`config.mk`:
```
export PLATFORM = sky130hd
export DESIGN_NAME = imem_loader
export DESIGN_NICKNAME = d
export VERILOG_FILES = /design/src/rtl/imem_loader_pkg.sv /design/src/rtl/imem_loader_timeout.sv /design/src/rtl/imem_loader.sv
export SDC_FILE = /design/constraint.sdc
export NUM_CORES = 1
export LEC_CHECK = 0
export CAP_MARGIN = 20
export CORE_UTILIZATION = 55
export DETAILED_ROUTE_END_ITERATION = 7
export PLACE_DENSITY = 0.74
export RECOVER_POWER = 50
export SETUP_SLACK_MARGIN = 0.3
export SYNTH_ARGS = -nofsm -noshare
export SYNTH_HDL_FRONTEND = slang
export SYNTH_HIERARCHICAL = 1
export SYNTH_SLANG_ARGS = --single-unit
```
`constraint.sdc`:
```
create_clock -name clock -period 4.57 [get_ports clock]
set_clock_uncertainty 0.05 [all_clocks]
set_input_delay 0.914 -clock clock [delete_from_list [all_inputs] [get_ports clock]]
set_output_delay 0.914 -clock clock [all_outputs]
set_load 0.02 [all_outputs]
```
`src/rtl/imem_loader_pkg.sv`:
```
// imem_loader_pkg: shared types for the instruction-memory loader.
//   state_t   - loader FSM states
//   ERR_*     - err_code values reported on the err_code port
//   is_rx()   - true in the states that take stream bytes
package imem_loader_pkg;

    typedef enum logic [2:0] {
        ST_IDLE,
        ST_LEN_HI,
        ST_LEN_LO,
        ST_DATA_HI,
        ST_DATA_LO,
        ST_CHK,
        ST_DONE,
        ST_ERR
    } state_t;

    localparam logic [1:0] ERR_NONE    = 2'd0;
    localparam logic [1:0] ERR_LEN     = 2'd1;
    localparam logic [1:0] ERR_CHK     = 2'd2;
    localparam logic [1:0] ERR_TIMEOUT = 2'd3;

    function automatic logic is_rx(input state_t s);
        return s inside {ST_LEN_HI, ST_LEN_LO, ST_DATA_HI, ST_DATA_LO, ST_CHK};
    endfunction

endpackage

```
`src/rtl/imem_loader_timeout.sv`:
```
// loader_timeout_counter: idle-cycle counter for the loader.
//   clock, reset : clock, async active-low reset
//   clr          : force the count to 0 (has priority over en)
//   en           : count one cycle
//   tc           : count has reached TIMEOUT_CYC-1
module loader_timeout_counter #(
    parameter int TIMEOUT_CYC = 1024
) (
    input  logic clock,
    input  logic reset,
    input  logic clr,
    input  logic en,
    output logic tc
);

    localparam int CW = (TIMEOUT_CYC > 1) ? $clog2(TIMEOUT_CYC) : 1;

    logic [CW-1:0] cnt_q, cnt_d;

    assign tc = (cnt_q == CW'(TIMEOUT_CYC - 1));

    // Saturate at terminal count so the flag cannot wrap away.
    always_comb begin
        cnt_d = cnt_q;
        if (clr)
            cnt_d = '0;
        else if (en && !tc)
            cnt_d = cnt_q + 1'b1;
    end

    always_ff @(posedge clock or negedge reset) begin
        if (!reset) cnt_q <= '0;
        else        cnt_q <= cnt_d;
    end

endmodule

```
`src/rtl/imem_loader.sv`:
```
// imem_loader: byte-stream program loader for the instruction memory.
// Frame: LEN_HI, LEN_LO, N words (high byte first), CHK; all bytes sum to 0.
//   clock, reset          : clock, async active-low reset
//   start                 : begin a load (ignored while busy)
//   in_data/valid/ready   : byte stream handshake
//   imem_we/addr/wdata    : instruction-memory write port (one-cycle strobe)
//   cpu_hold              : CPU reset, released only after a good load
//   busy, done, err_code  : load status; done/err_code sticky until start
module imem_loader
    import imem_loader_pkg::*;
#(
    parameter int DEPTH       = 256,
    parameter int AW          = 8,
    parameter int TIMEOUT_CYC = 1024
) (
    input  logic          clock,
    input  logic          reset,
    input  logic          start,
    input  logic [7:0]    in_data,
    input  logic          in_valid,
    output logic          in_ready,
    output logic          imem_we,
    output logic [AW-1:0] imem_addr,
    output logic [15:0]   imem_wdata,
    output logic          cpu_hold,
    output logic          busy,
    output logic          done,
    output logic [1:0]    err_code
);

    state_t        state_q, state_d;
    logic [7:0]    len_hi_q, len_hi_d;
    logic [15:0]   len_q, len_d;
    logic [7:0]    hi_q, hi_d;
    logic [7:0]    sum_q, sum_d;
    logic [AW-1:0] idx_q, idx_d;
    logic [AW-1:0] addr_q, addr_d;
    logic [15:0]   wdata_q, wdata_d;
    logic          we_q, we_d;
    logic [1:0]    err_q, err_d;

    logic          rx, accept, tmo, last_word;
    logic [15:0]   len_rx;

    assign rx        = is_rx(state_q);
    assign accept    = in_valid && rx;
    assign len_rx    = {len_hi_q, in_data};
    assign last_word = (16'(idx_q) + 16'd1) == len_q;

    // Timer runs only while receiving; any accept or leaving the receive
    // states restarts it.
    loader_timeout_counter #(.TIMEOUT_CYC(TIMEOUT_CYC)) u_tmo (
        .clock (clock),
        .reset (reset),
        .clr   (accept || !rx),
        .en    (rx),
        .tc    (tmo)
    );

    always_ff @(posedge clock or negedge reset) begin
        if (!reset) begin
            state_q  <= ST_IDLE;
            len_hi_q <= '0;
            len_q    <= '0;
            hi_q     <= '0;
            sum_q    <= '0;
            idx_q    <= '0;
            addr_q   <= '0;
            wdata_q  <= '0;
            we_q     <= 1'b0;
            err_q    <= ERR_NONE;
        end else begin
            state_q  <= state_d;
            len_hi_q <= len_hi_d;
            len_q    <= len_d;
            hi_q     <= hi_d;
            sum_q    <= sum_d;
            idx_q    <= idx_d;
            addr_q   <= addr_d;
            wdata_q  <= wdata_d;
            we_q     <= we_d;
            err_q    <= err_d;
        end
    end

    always_comb begin
        state_d  = state_q;
        len_hi_d = len_hi_q;
        len_d    = len_q;
        hi_d     = hi_q;
        sum_d    = sum_q;
        idx_d    = idx_q;
        addr_d   = addr_q;
        wdata_d  = wdata_q;
        we_d     = 1'b0;
        err_d    = err_q;

        if (accept)
            sum_d = sum_q + in_data;

        case (state_q)
            ST_IDLE, ST_DONE, ST_ERR: begin
                if (start) begin
                    state_d = ST_LEN_HI;
                    err_d   = ERR_NONE;
                    sum_d   = '0;
                    idx_d   = '0;
                end
            end
            ST_LEN_HI: begin
                if (accept) begin
                    len_hi_d = in_data;
                    state_d  = ST_LEN_LO;
                end
            end
            ST_LEN_LO: begin
                if (accept) begin
                    len_d = len_rx;
                    if (32'(len_rx) > DEPTH) begin
                        state_d = ST_ERR;
                        err_d   = ERR_LEN;
                    end else if (len_rx == 16'd0) begin
                        state_d = ST_CHK;
                    end else begin
                        state_d = ST_DATA_HI;
                    end
                end
            end
            ST_DATA_HI: begin
                if (accept) begin
                    hi_d    = in_data;
                    state_d = ST_DATA_LO;
                end
            end
            ST_DATA_LO: begin
                if (accept) begin
                    addr_d  = idx_q;
                    wdata_d = {hi_q, in_data};
                    we_d    = 1'b1;
                    // Index stops at the last word so it never wraps.
                    if (last_word) begin
                        state_d = ST_CHK;
                    end else begin
                        idx_d   = idx_q + 1'b1;
                        state_d = ST_DATA_HI;
                    end
                end
            end
            ST_CHK: begin
                if (accept) begin
                    if (sum_d == 8'h00) begin
                        state_d = ST_DONE;
                    end else begin
                        state_d = ST_ERR;
                        err_d   = ERR_CHK;
                    end
                end
            end
            default: state_d = ST_IDLE;
        endcase

        // An accept in the terminal-count cycle takes precedence.
        if (rx && !accept && tmo) begin
            state_d = ST_ERR;
            err_d   = ERR_TIMEOUT;
        end
    end

    always_comb begin
        in_ready   = rx;
        busy       = rx;
        done       = (state_q == ST_DONE);
        cpu_hold   = (state_q != ST_DONE);
        imem_we    = we_q;
        imem_addr  = addr_q;
        imem_wdata = wdata_q;
        err_code   = err_q;
    end

endmodule

```
==> results of run 1 <==
-- cell type report --
cell class / count / area [sq um]
clock buffer: 9 / 124
sequential: 88 / 2200
timing repair buffer: 46 / 440
tap: 105 / 131
inverter: 11 / 41.3
multi-input combinational: 307 / 2370
fill: 658 / 2920
clock inverter: 7 / 73.8
-- worst max-delay path, stage by stage, from the launching register on --
cell	delay, ps
dfrtp_1	910
nor3_4	110
a21oi_2	540
clkdlybuf4s50_1	730
-- through the flow --
| stage | std cells | hold slack, ps | setup WS (ps) |
|---|---|---|---|
| 4_1_cts | 573 | 466 | 974 |
| 6_report | 573 | 458 | 964 |
| 5_1_grt | 573 | 477 | 828 |
| 2_1_floorplan | 427 | 394 | 1610 |
| 3_3_place_gp | 557 | 413 | 893 |
| 3_5_place_dp | 557 | 445 | 806 |
-- power by group through the flow --
stage               registers (mW)  logic, mW  clock network, mW
detailed placement            1.40       1.58                  0
global placement              1.39       1.54                  0
floorplan                     1.39       1.10                  0
global route                  1.43       1.71              0.573
CTS                           1.39       1.59              0.541
finish                        1.39       1.57              0.535
-- sequential cells by signal, indices dropped and copies added, names as in the netlist, 3 cells and up --
register and cells:
imem_wdata 16, len_q 16, u_tmo/cnt_q 10, hi_q 8, idx_q 8, imem_addr 8, len_hi_q 8, sum_q 8
state_q 3
-- cells by family after synthesis --
logic type | synth area share (%)
AND/OR/NAND/NOR | 16.0
AO/OA/AOI/OAI | 13.6
flip-flops | 46.4
multiplexers | 13.6
buffers and inverters | 3.69
XOR/XNOR | 3.87
adder cells (fa/ha/maj) | 2.79
-- cells in the final DEF (no fill, tap or decap), drive strengths merged, types with 12 or more instances in the layout --
master | netlist | final
clkdlybuf4s50 | 0 | 27
xnor2 | 14 | 14
nor2 | 28 | 28
inv | 11 | 14
nand2 | 25 | 25
dfrtp | 88 | 88
mux2 | 54 | 54
dlygate4sd3 | 0 | 14
o21ai | 17 | 17
a21oi | 19 | 19
nand3 | 12 | 12
-- path summary, 6_finish.rpt --
kind,slack (ps),start,cells after the start,end
max,960,state_q[1]$_DFFE_PN0P_,3,busy
min,460,imem_addr[1]$_DFFE_PN0P_,1,imem_addr[1]$_DFFE_PN0P_
max reg2reg,1430,state_q[2]$_DFFE_PN0P_,4,imem_wdata[15]$_DFFE_PN0P_
min reg2reg,460,imem_addr[1]$_DFFE_PN0P_,1,imem_addr[1]$_DFFE_PN0P_
max in group asynchronous,2010,reset,2,hi_q[7]$_DFFE_PN0P_
min in group asynchronous,560,reset,1,u_tmo/cnt_q[1]$_DFFE_PN0P_
-- metal layers --
layer  GRT usage, %  vias to the layer above
li1               -                     1652
met1           35.6                     1746
met2           39.1                      113
met3           3.54                       17
met4           8.84                        0
met5              0                        -
==> impl_metrics.sql, run 1 <==
INSERT INTO impl_metrics (metric_group, metric, value, unit) VALUES
('clock_tree', 'post-cts-setup-buffer-count', '0', ''),
('layout', 'diodes', '0', ''),
('layout', 'final_net_count', '485', ''),
('place', 'placed_area', '5190', 'sq um'),
('sta', 'slew-limit-headroom', '-2.76', '%'),
('outcome', 'violations', 'max-capacitance violations, max-slew violations', ''),
('grt', 'initial_antenna_violation_count', '0', ''),
('route', 'highest-signal-layer', 'met4', ''),
('route', 'detail_route.wirelength.met1', '4830', 'um'),
('route', 'met2RoutedLength', '4890', 'um'),
('logic_synthesis', 'synth_cells', '427', ''),
('sta', 'setup_tns', '0', 'ps'),
('grt', 'globalRoute.totalOverflow', '0', ''),
('die', 'dieHeight', '94.9', 'um'),
('clock_tree', 'clk-insertion-delay-late', '360', 'ps'),
('layout', 'final_cell_area', '5380', 'sq um'),
('logic_synthesis', 'synth_sequential_area_ratio', '46.4', '%'),
('setup_path', 'worst-endpoint-required', '3610', 'ps'),
('logic_synthesis', 'synth.cells.most_frequent', '88 x dfrtp_1, 54 x mux2_2, 28 x nor2_1, 24 x nand2_1, 18 x a21oi_1', ''),
('clock_tree', 'cts.root.buffer_cell', 'clkbuf_8', ''),
('logic_synthesis', 'syn_avg_cell_area', '11.1', 'sq um'),
('logic_synthesis', 'ys.flop_type', 'dfrtp_1', ''),
('logic_synthesis', 'synth_net_count', '449', ''),
('route', 'drtIter0Drc', '129', ''),
('setup_path', 'setup.worst_path.start_class', 'flop', ''),
('sta', 'post-route-period-util', '78.9', '%'),
('logic_synthesis', 'synth.distinct_cells', '69', ''),
('clock_tree', 'cts_resized', '0', ''),
('route', 'met3_routed_length', '510', 'um'),
('sta', 'grt_setup_unrepaired', 'no', ''),
('logic_synthesis', 'netlist_area', '4750', 'sq um'),
('sta', 'final_hold_viol_count', '0', ''),
('grt', 'grt_pass1_wl', '17100', 'um'),
('clock_tree', 'cts-root-to-sink-buffers', '2', ''),
('grt', 'grt_max_degree', '60', ''),
('place', 'final_gp_congestion', '0.869', ''),
('clock_tree', 'cts_made_buffers', '9', ''),
('clock_tree', 'holdBufCountCts', '0', ''),
('setup_path', 'critical_path_peak_fanout', '22', ''),
('power', 'report.power.total', '3.49', 'mW'),
('power', 'max-vdd-ir-drop', '0.415', 'mV'),
('route', 'ant_nets', '0', ''),
('outcome', 'result_of_the_run', 'finished, violations left', ''),
('power', 'combinationalPowerShare', '44.8', '%'),
('sta', 'min_period', '3610', 'ps'),
('logic_synthesis', 'synth_enable_flop_cells', '0', ''),
('setup_path', 'timing.critical_path.arrival', '2640', 'ps'),
('sta', 'total_of_endpoints_with_negative_setup_slack_in_the_final_report', '0', ''),
('clock_tree', 'cts.reportedPaths.clkPinSlew', '100', 'ps'),
('power', 'cellInternalPower', '2.06', 'mW'),
('sta', 'finalMaxSlewViolations', '57', ''),
('power', 'power_density', '648', 'nW/um^2'),
('setup_path', 'critical_path.endpoint_type', 'output pin', ''),
('place', 'port-buffer-count', '42', ''),
('layout', 'syn2layout_area_growth', '13.4', '%'),
('logic_synthesis', 'ys_top_cells_by_area', 'dfrtp_1 46%, mux2_2 13%, xnor2_1 2.6%', ''),
('power', 'sequentialPowerShare', '39.8', '%'),
('die', 'start_util', '57.2', '%'),
('power', 'power.share.switching', '40.9', '%'),
('grt', 'grt_pass1_vias', '3403', ''),
('route', 'drt_first_pass_iters', '4', ''),
('route', 'num_vias', '3528', ''),
('route', 'via_per_inst', '6.16', ''),
('clock_tree', 'maximum_level_of_the_cts_h_tree', '3', ''),
('grt', 'grtUsageTotal', '25.0', '%'),
('logic_synthesis', 'post-synth-top-count-cell', 'dfrtp_1', ''),
('power', 'clock_power_share', '15.3', '%'),
('worst_hold_path', 'min-delay-path-class', 'flop to flop', ''),
('die', 'die_area', '9010', 'sq um'),
('flow_run', 'drv_cap', '2', ''),
('power', 'total_leakage_power', '2.24', 'nW');
(Power assumes the default switching activity.)
==> run 2, diff against run 1 <==
==> constraint.sdc (replaced) <==
create_clock -name clock -period 3.4 [get_ports clock]
set_clock_uncertainty 0.05 [all_clocks]
set_input_delay 0.68 -clock clock [delete_from_list [all_inputs] [get_ports clock]]
set_output_delay 0.68 -clock clock [all_outputs]
set_load 0.02 [all_outputs]
==> run 2 against run 1 <==
  * The flow now finishes without violations
  * Highest routed layer unchanged
  * Largest cell class unchanged
  * Setup slack got worse by 580 ps
  * Design area rose by 1.6%
  * Largest power group unchanged
  * First-iteration DRC count rose by 31%
==> impl_metrics.sql, run 2 (synthesized netlist as in run 1, its figures left out) <==
INSERT INTO impl_metrics (metric_group, metric, value, unit) VALUES
('outcome', 'result_of_the_run', 'completed', ''),
('sta', 'slew-limit-headroom', '12.7', '%'),
('route', 'drtIter0Drc', '169', ''),
('sta', 'post-route-period-util', '88.6', '%'),
('power', 'report.power.total', '4.78', 'mW'),
('setup_path', 'setup.worst_path.start_class', 'input pin', ''),
('die', 'die_width', '94.9', 'um'),
('grt', 'grt_max_degree', '53', ''),
('layout', 'mostFrequentLayoutCells', '88 x dfrtp_1, 54 x mux2_2, 41 x clkdlybuf4s50_1, 28 x nor2_1, 24 x nand2_1', ''),
('route', 'num_vias', '3541', ''),
('sta', 'grt_setup_unrepaired', 'no', ''),
('place', 'dp.cells', '569', ''),
('sta', 'final_hold_viol_count', '0', ''),
('sta', 'worst-slew-pin-transition', '1310', 'ps'),
('setup_path', 'critical_path_peak_fanout', '3', ''),
('clock_tree', 'cts.sinks', '88', ''),
('clock_tree', 'cts-root-to-sink-buffers', '2', ''),
('sta', 'min_period', '3010', 'ps'),
('layout', 'post_route_cells_drive_above_1_share', '23.1', '%'),
('die', 'core_area', '8300', 'sq um'),
('place', 'final_gp_congestion', '0.927', ''),
('route', 'drt-total-wl', '10600', 'um'),
('sta', 'highest_clock_rate', '0.332', 'GHz'),
('grt', 'grt_pass1_wl', '17600', 'um'),
('clock_tree', 'clk-insertion-delay-late', '380', 'ps'),
('flow_run', 'drv_cap', '0', ''),
('clock_tree', 'cts.reportedPaths.clkPinSlew', '100', 'ps'),
('grt', 'initial_antenna_violation_count', '0', ''),
('layout', 'multi_input_comb_area', '2380', 'sq um'),
('clock_tree', 'cts_tree', 'built', ''),
('place', 'port-buffer-count', '42', ''),
('power', 'max-vdd-ir-drop', '0.490', 'mV'),
('setup_path', 'timing.critical_path.arrival', '3270', 'ps'),
('die', 'die_area', '9010', 'sq um'),
('clock_tree', 'cts.root.buffer_cell', 'clkbuf_8', ''),
('setup_path', 'worst-endpoint-required', '3660', 'ps'),
('power', 'total_leakage_power', '2.26', 'nW'),
('layout', 'final_net_count', '497', ''),
('route', 'via_per_inst', '6.05', ''),
('die', 'start_util', '57.2', '%'),
('power', 'power_density', '874', 'nW/um^2'),
('worst_hold_path', 'min-delay-path-class', 'flop to flop', ''),
('layout', 'post_route_insts_no_fill', '585', ''),
('layout', 'final_layout_fill_cell_count', '645', ''),
('route', 'drc', '0', ''),
('sta', 'finalMaxSlewViolations', '0', ''),
('route', 'detail_route.wl_per_cell', '18.1', 'um'),
('layout', 'syn2layout_area_growth', '15.2', '%'),
('sta', 'total_of_endpoints_with_negative_setup_slack_in_the_final_report', '0', ''),
('setup_path', 'setup.worst_path.class', 'input pin to flop', ''),
('layout', 'footprint_of_the_flip_flops_and_latches', '2200', 'sq um'),
('place', 'place.detailed.hpwl', '7550', 'um'),
('layout', 'diodes', '0', ''),
('clock_tree', 'maximum_level_of_the_cts_h_tree', '3', ''),
('layout', 'most_common_cell_after_layout_fill_and_taps_aside', 'dfrtp_1', ''),
('sta', 'setup_tns', '0', 'ps'),
('grt', 'grtUsageTotal', '26.2', '%'),
('die', 'floorplan.rows', '33', ''),
('die', 'design.portCount', '43', ''),
('die', 'dieHeight', '94.9', 'um'),
('clock_tree', 'cts_made_buffers', '9', ''),
('grt', 'grt_pass1_vias', '3456', ''),
('route', 'ant_nets', '0', ''),
('route', 'drt_first_pass_iters', '4', ''),
('setup_path', 'critical_path.endpoint_type', 'flop', ''),
('grt', 'globalRoute.totalOverflow', '0', '');
-- run 2: cell types whose count changed in the layout (fill, tap and decap cells not counted), moves of 2 or more --
| cell | change |
|---|---|
| buf_4 | +9 |
| clkbuf_1 | +2 |
| dlygate4sd3_1 | -14 |
| clkdlybuf4s50_1 | +14 |
| clkinv_4 | -2 |
-- run 2: path summary, 6_finish.rpt --
kind | start | to | slack (ps) | cells past startpoint
worst max-delay path | in_data[0] | err_code[0]$_DFFE_PN0P_ | 390 | 10
worst min-delay path | hi_q[1]$_DFFE_PN0P_ | hi_q[1]$_DFFE_PN0P_ | 460 | 1
worst max register to register | state_q[1]$_DFFE_PN0P_ | len_q[0]$_DFFE_PN0P_ | 590 | 5
worst min register to register | hi_q[1]$_DFFE_PN0P_ | hi_q[1]$_DFFE_PN0P_ | 460 | 1
max in group asynchronous | reset | len_q[7]$_DFFE_PN0P_ | 1200 | 2
min in group asynchronous | reset | u_tmo/cnt_q[5]$_DFFE_PN0P_ | 540 | 1
-- run 2: area by class of cell --
class                      count  share of cell area, %
multi-input combinational    307                   43.6
sequential                    88                   40.3
timing repair buffer          58                   9.52
tap                          105                   2.40
clock buffer                   9                   2.26
clock inverter                 7                   1.24
inverter                      11                  0.755
-- run 2: layer usage --
layer	share of wire, %	track usage [%]	routed length [um]
met4	1.6	9.47	165
met1	46	37.1	4820
met5	0	0	0
met2	46	39.1	4920
met3	6.5	6.28	688
-- run 2: metrics by stage --
step / cell area [sq um] / hold slack, ps / utilization (%) / setup slack (ps)
global placement: 5280 / 421 / 63.7 / 99.4
global route: 5470 / 478 / 65.9 / 276
detailed placement: 5280 / 440 / 63.7 / 20.6
finish: 5470 / 462 / 65.9 / 388
CTS: 5480 / 304 / 66.0 / 406
floorplan: 4750 / 334 / - / 675
-- run 2: timing repair --
action                     4_1_cts  5_1_grt
setup endpoints to repair        0       11
hold buffers                     0        0
gates resized for setup          0        6
setup buffers                    0        0
-- run 2: report_power, final --
part / total (mW) / leakage, nW / switching, mW / internal [mW]
Sequential: 1.86 / 1.12 / 0.394 / 1.46
Clock: 0.727 / 0.0962 / 0.439 / 0.288
Combinational: 2.20 / 1.05 / 1.12 / 1.08
Total: 4.78 / 2.26 / 1.95 / 2.83
-- run 2: worst max-delay path: stages --
cell and delay (ps):
clkdlybuf4s50_1 430, ha_2 220, fa_2 360, a211oi_2 200
nor2_1 110, xor2_1 170, or3_1 320, a21bo_1 210
nor4_4 360, a41o_1 210
==> run 3, diff against run 2 <==
--- a/config.mk
+++ b/config.mk
@@ -6,9 +6,10 @@
 export NUM_CORES = 1
 export LEC_CHECK = 0
 export CAP_MARGIN = 20
-export CORE_UTILIZATION = 55
+export CORE_ASPECT_RATIO = 0.5
+export CORE_UTILIZATION = 47
 export DETAILED_ROUTE_END_ITERATION = 7
-export PLACE_DENSITY = 0.74
+export PLACE_DENSITY = 0.64
 export RECOVER_POWER = 50
 export SETUP_SLACK_MARGIN = 0.3
 export SYNTH_ARGS = -nofsm -noshare
==> run 3 against run 2 <==
  * The run now ends with max-capacitance violations, max-slew violations left
  * Die area up 17%
  * Flip-flop and latch count unchanged
  * Largest power group unchanged
  * Combinational power up 2%
  * Sequential share of layout area down 0.86 points
  * Design area up 2.2%
  * Sequential power about the same
  * Highest routed layer unchanged
  * Critical endpoint is now imem_wdata[7]$_DFFE_PN0P_
  * Via count up 0.37%
==> impl_metrics.sql, run 3 (synthesized netlist as in run 1, its figures left out) <==
INSERT INTO impl_metrics (metric_group, metric, value, unit) VALUES
('outcome', 'result_of_the_run', 'finished, violations left', ''),
('outcome', 'violations', 'max-capacitance violations, max-slew violations', ''),
('clock_tree', 'holdBufCountCts', '0', ''),
('sta', 'slew-limit-headroom', '-44.8', '%'),
('route', 'num_vias', '3554', ''),
('flow_run', 'drv_cap', '2', ''),
('die', 'core_area', '9630', 'sq um'),
('worst_hold_path', 'hold-path-endpoint', 'hi_q[7]$_DFFE_PN0P_', ''),
('setup_path', 'worst_path_largest_cell_delay', '1130', 'ps'),
('worst_hold_path', 'holdPathStages', '2', ''),
('sta', 'post-route-period-util', '89.7', '%'),
('setup_path', 'regToRegStartpoint', 'idx_q[0]$_DFFE_PN0P_', ''),
('layout', 'post_route_cells_drive_above_1_share', '23.1', '%'),
('clock_tree', 'cts_made_buffers', '9', ''),
('grt', 'grt_max_degree', '89', ''),
('clock_tree', 'cts.root.buffer_cell', 'clkbuf_16', ''),
('sta', 'grt_setup_unrepaired', 'yes', ''),
('die', 'die_area', '10500', 'sq um'),
('place', 'place.detailed.hpwl', '7880', 'um'),
('route', 'drt_first_pass_iters', '5', ''),
('die', 'start_util', '49.3', '%'),
('clock_tree', 'cts.sinks', '88', ''),
('setup_path', 'reg2regPathDepth', '9', ''),
('sta', 'final_hold_viol_count', '0', ''),
('sta', 'total_of_endpoints_with_negative_setup_slack_in_the_final_report', '0', ''),
('sta', 'min_period', '3050', 'ps'),
('setup_path', 'worst-endpoint-required', '3570', 'ps'),
('setup_path', 'critical_path_peak_fanout', '25', ''),
('clock_tree', 'maximum_level_of_the_cts_h_tree', '3', ''),
('power', 'total_leakage_power', '2.30', 'nW'),
('clock_tree', 'post-cts-setup-buffer-count', '0', ''),
('sta', 'highest_clock_rate', '0.328', 'GHz'),
('clock_tree', 'cts_resized', '0', ''),
('place', 'dp.cells', '600', ''),
('worst_hold_path', 'min-delay-path-class', 'flop to flop', ''),
('route', 'via_per_inst', '5.77', ''),
('die', 'floorplan.rows', '25', ''),
('layout', 'post_route_insts_no_fill', '616', ''),
('sta', 'setup_tns', '0', 'ps'),
('grt', 'initial_antenna_violation_count', '0', ''),
('layout', 'mostFrequentLayoutCells', '87 x dfrtp_1, 54 x mux2_2, 40 x clkdlybuf4s50_1, 27 x nor2_1, 24 x nand2_1', ''),
('grt', 'grt_pass1_vias', '3481', ''),
('place', 'final_gp_congestion', '0.902', ''),
('layout', 'most_common_cell_after_layout_fill_and_taps_aside', 'dfrtp_1', ''),
('setup_path', 'timing.critical_path.arrival', '3220', 'ps'),
('setup_path', 'rrSetupSlack', '540', 'ps'),
('route', 'detail_route.wl_per_cell', '18.0', 'um'),
('die', 'dieHeight', '73.1', 'um'),
('power', 'max-vdd-ir-drop', '0.389', 'mV'),
('clock_tree', 'cts_tree', 'built', ''),
('route', 'drt-total-wl', '11100', 'um'),
('setup_path', 'slowest_stage', 'clkbuf_1', ''),
('clock_tree', 'clk-insertion-delay-late', '340', 'ps'),
('setup_path', 'setup.worst_path.start_class', 'input pin', ''),
('setup_path', 'timing.critical_path.cells', 'dlygate4sd3_1, inv_1, nor4_4, clkbuf_1, mux2_2', ''),
('grt', 'grt_pass1_wl', '18300', 'um'),
('die', 'design.portCount', '43', ''),
('grt', 'grtUsageTotal', '23.0', '%'),
('grt', 'globalRoute.totalOverflow', '0', ''),
('route', 'drtIter0Drc', '284', ''),
('setup_path', 'timing.rr.end', 'idx_q[4]$_DFFE_PN0P_', ''),
('setup_path', 'setup.worst_path.class', 'input pin to flop', ''),
('power', 'power_density', '893', 'nW/um^2'),
('layout', 'syn2layout_area_growth', '17.8', '%'),
('worst_hold_path', 'worst_hold_startpoint', 'hi_q[7]$_DFFE_PN0P_', ''),
('clock_tree', 'cts-root-to-sink-buffers', '2', ''),
('route', 'drc', '0', ''),
('layout', 'diodes', '0', ''),
('die', 'die_width', '144', 'um'),
('sta', 'finalMaxSlewViolations', '115', ''),
('setup_path', 'critical_path.endpoint_type', 'flop', ''),
('layout', 'final_net_count', '498', ''),
('sta', 'worst-slew-pin-transition', '2170', 'ps'),
('place', 'port-buffer-count', '42', ''),
('route', 'ant_nets', '0', ''),
('clock_tree', 'cts.reportedPaths.clkPinSlew', '60', 'ps');
==> run 3: cell types whose count changed in the layout (fill, tap and decap cells not counted), sizes merged <==
cell,before,now
inv,16,12
clkinv,1,4
buf,12,13
clkdlybuf4s50,41,40
clkinvlp,1,2
dlygate4sd3,0,1
==> run 3: cell type report <==
type / count / area, sq um
clock inverters: 7 / 47.5
multi-input cells: 307 / 2370
fillers: 860 / 4040
inverters: 11 / 41.3
well taps: 135 / 169
repair buffers: 59 / 532
clock buffers: 9 / 225
flip-flops and latches: 88 / 2200
==> run 3: report_power, final <==
part / total, mW / switching, mW / internal [mW]
registers: 1.84 / 0.370 / 1.47
clock network: 0.911 / 0.417 / 0.495
logic: 2.24 / 1.16 / 1.09
==> run 3: per-stage QoR <==
step / hold slack, ps / instance area [sq um] / setup slack [ps] / util (%) / power, mW
3_5_place_dp: 428 / 5340 / 45.0 / 55.4 / 4.09
4_1_cts: 336 / 5610 / 361 / 58.3 / 5.03
5_1_grt: 475 / 5590 / 188 / 58.1 / 5.31
2_1_floorplan: 334 / 4750 / 675 / - / 3.35
6_report: 442 / 5590 / 351 / 58.1 / 4.99
3_3_place_gp: 413 / 5340 / 78.3 / 55.4 / 4.01
==> run 3: worst max-delay path by stage <==
stage / start / slack, ps / end / cells after the start
finish: in_valid / 350 / imem_wdata[7]$_DFFE_PN0P_ / 5
global route: in_valid / 190 / imem_wdata[13]$_DFFE_PN0P_ / 5
CTS: state_q[2]$_DFFE_PN0P_ / 360 / busy / 3
detailed placement: in_data[0] / 40 / err_code[0]$_DFFE_PN0P_ / 10
global placement: in_data[0] / 80 / err_code[0]$_DFFE_PN0P_ / 10
floorplan: in_data[0] / 670 / err_code[0]$_DFFE_PN0P_ / 9
==> run 3: worst max-delay path: cells and delay by family <==
kind | cells | cell delay, ps
buffers and inverters | 3 | 1870
muxes | 1 | 440
and+or+nand+nor | 1 | 210
==> run 3: routing by layer <==
layer	part of all wire (%)	wire length, um	GRT usage [%]	up-vias
met5	0	0	0	-
met4	0.64	71	6.90	0
met3	4.5	501	5.31	7
met2	46	5080	35.2	81
met1	49	5430	32.7	1783
li1	-	-	-	1683
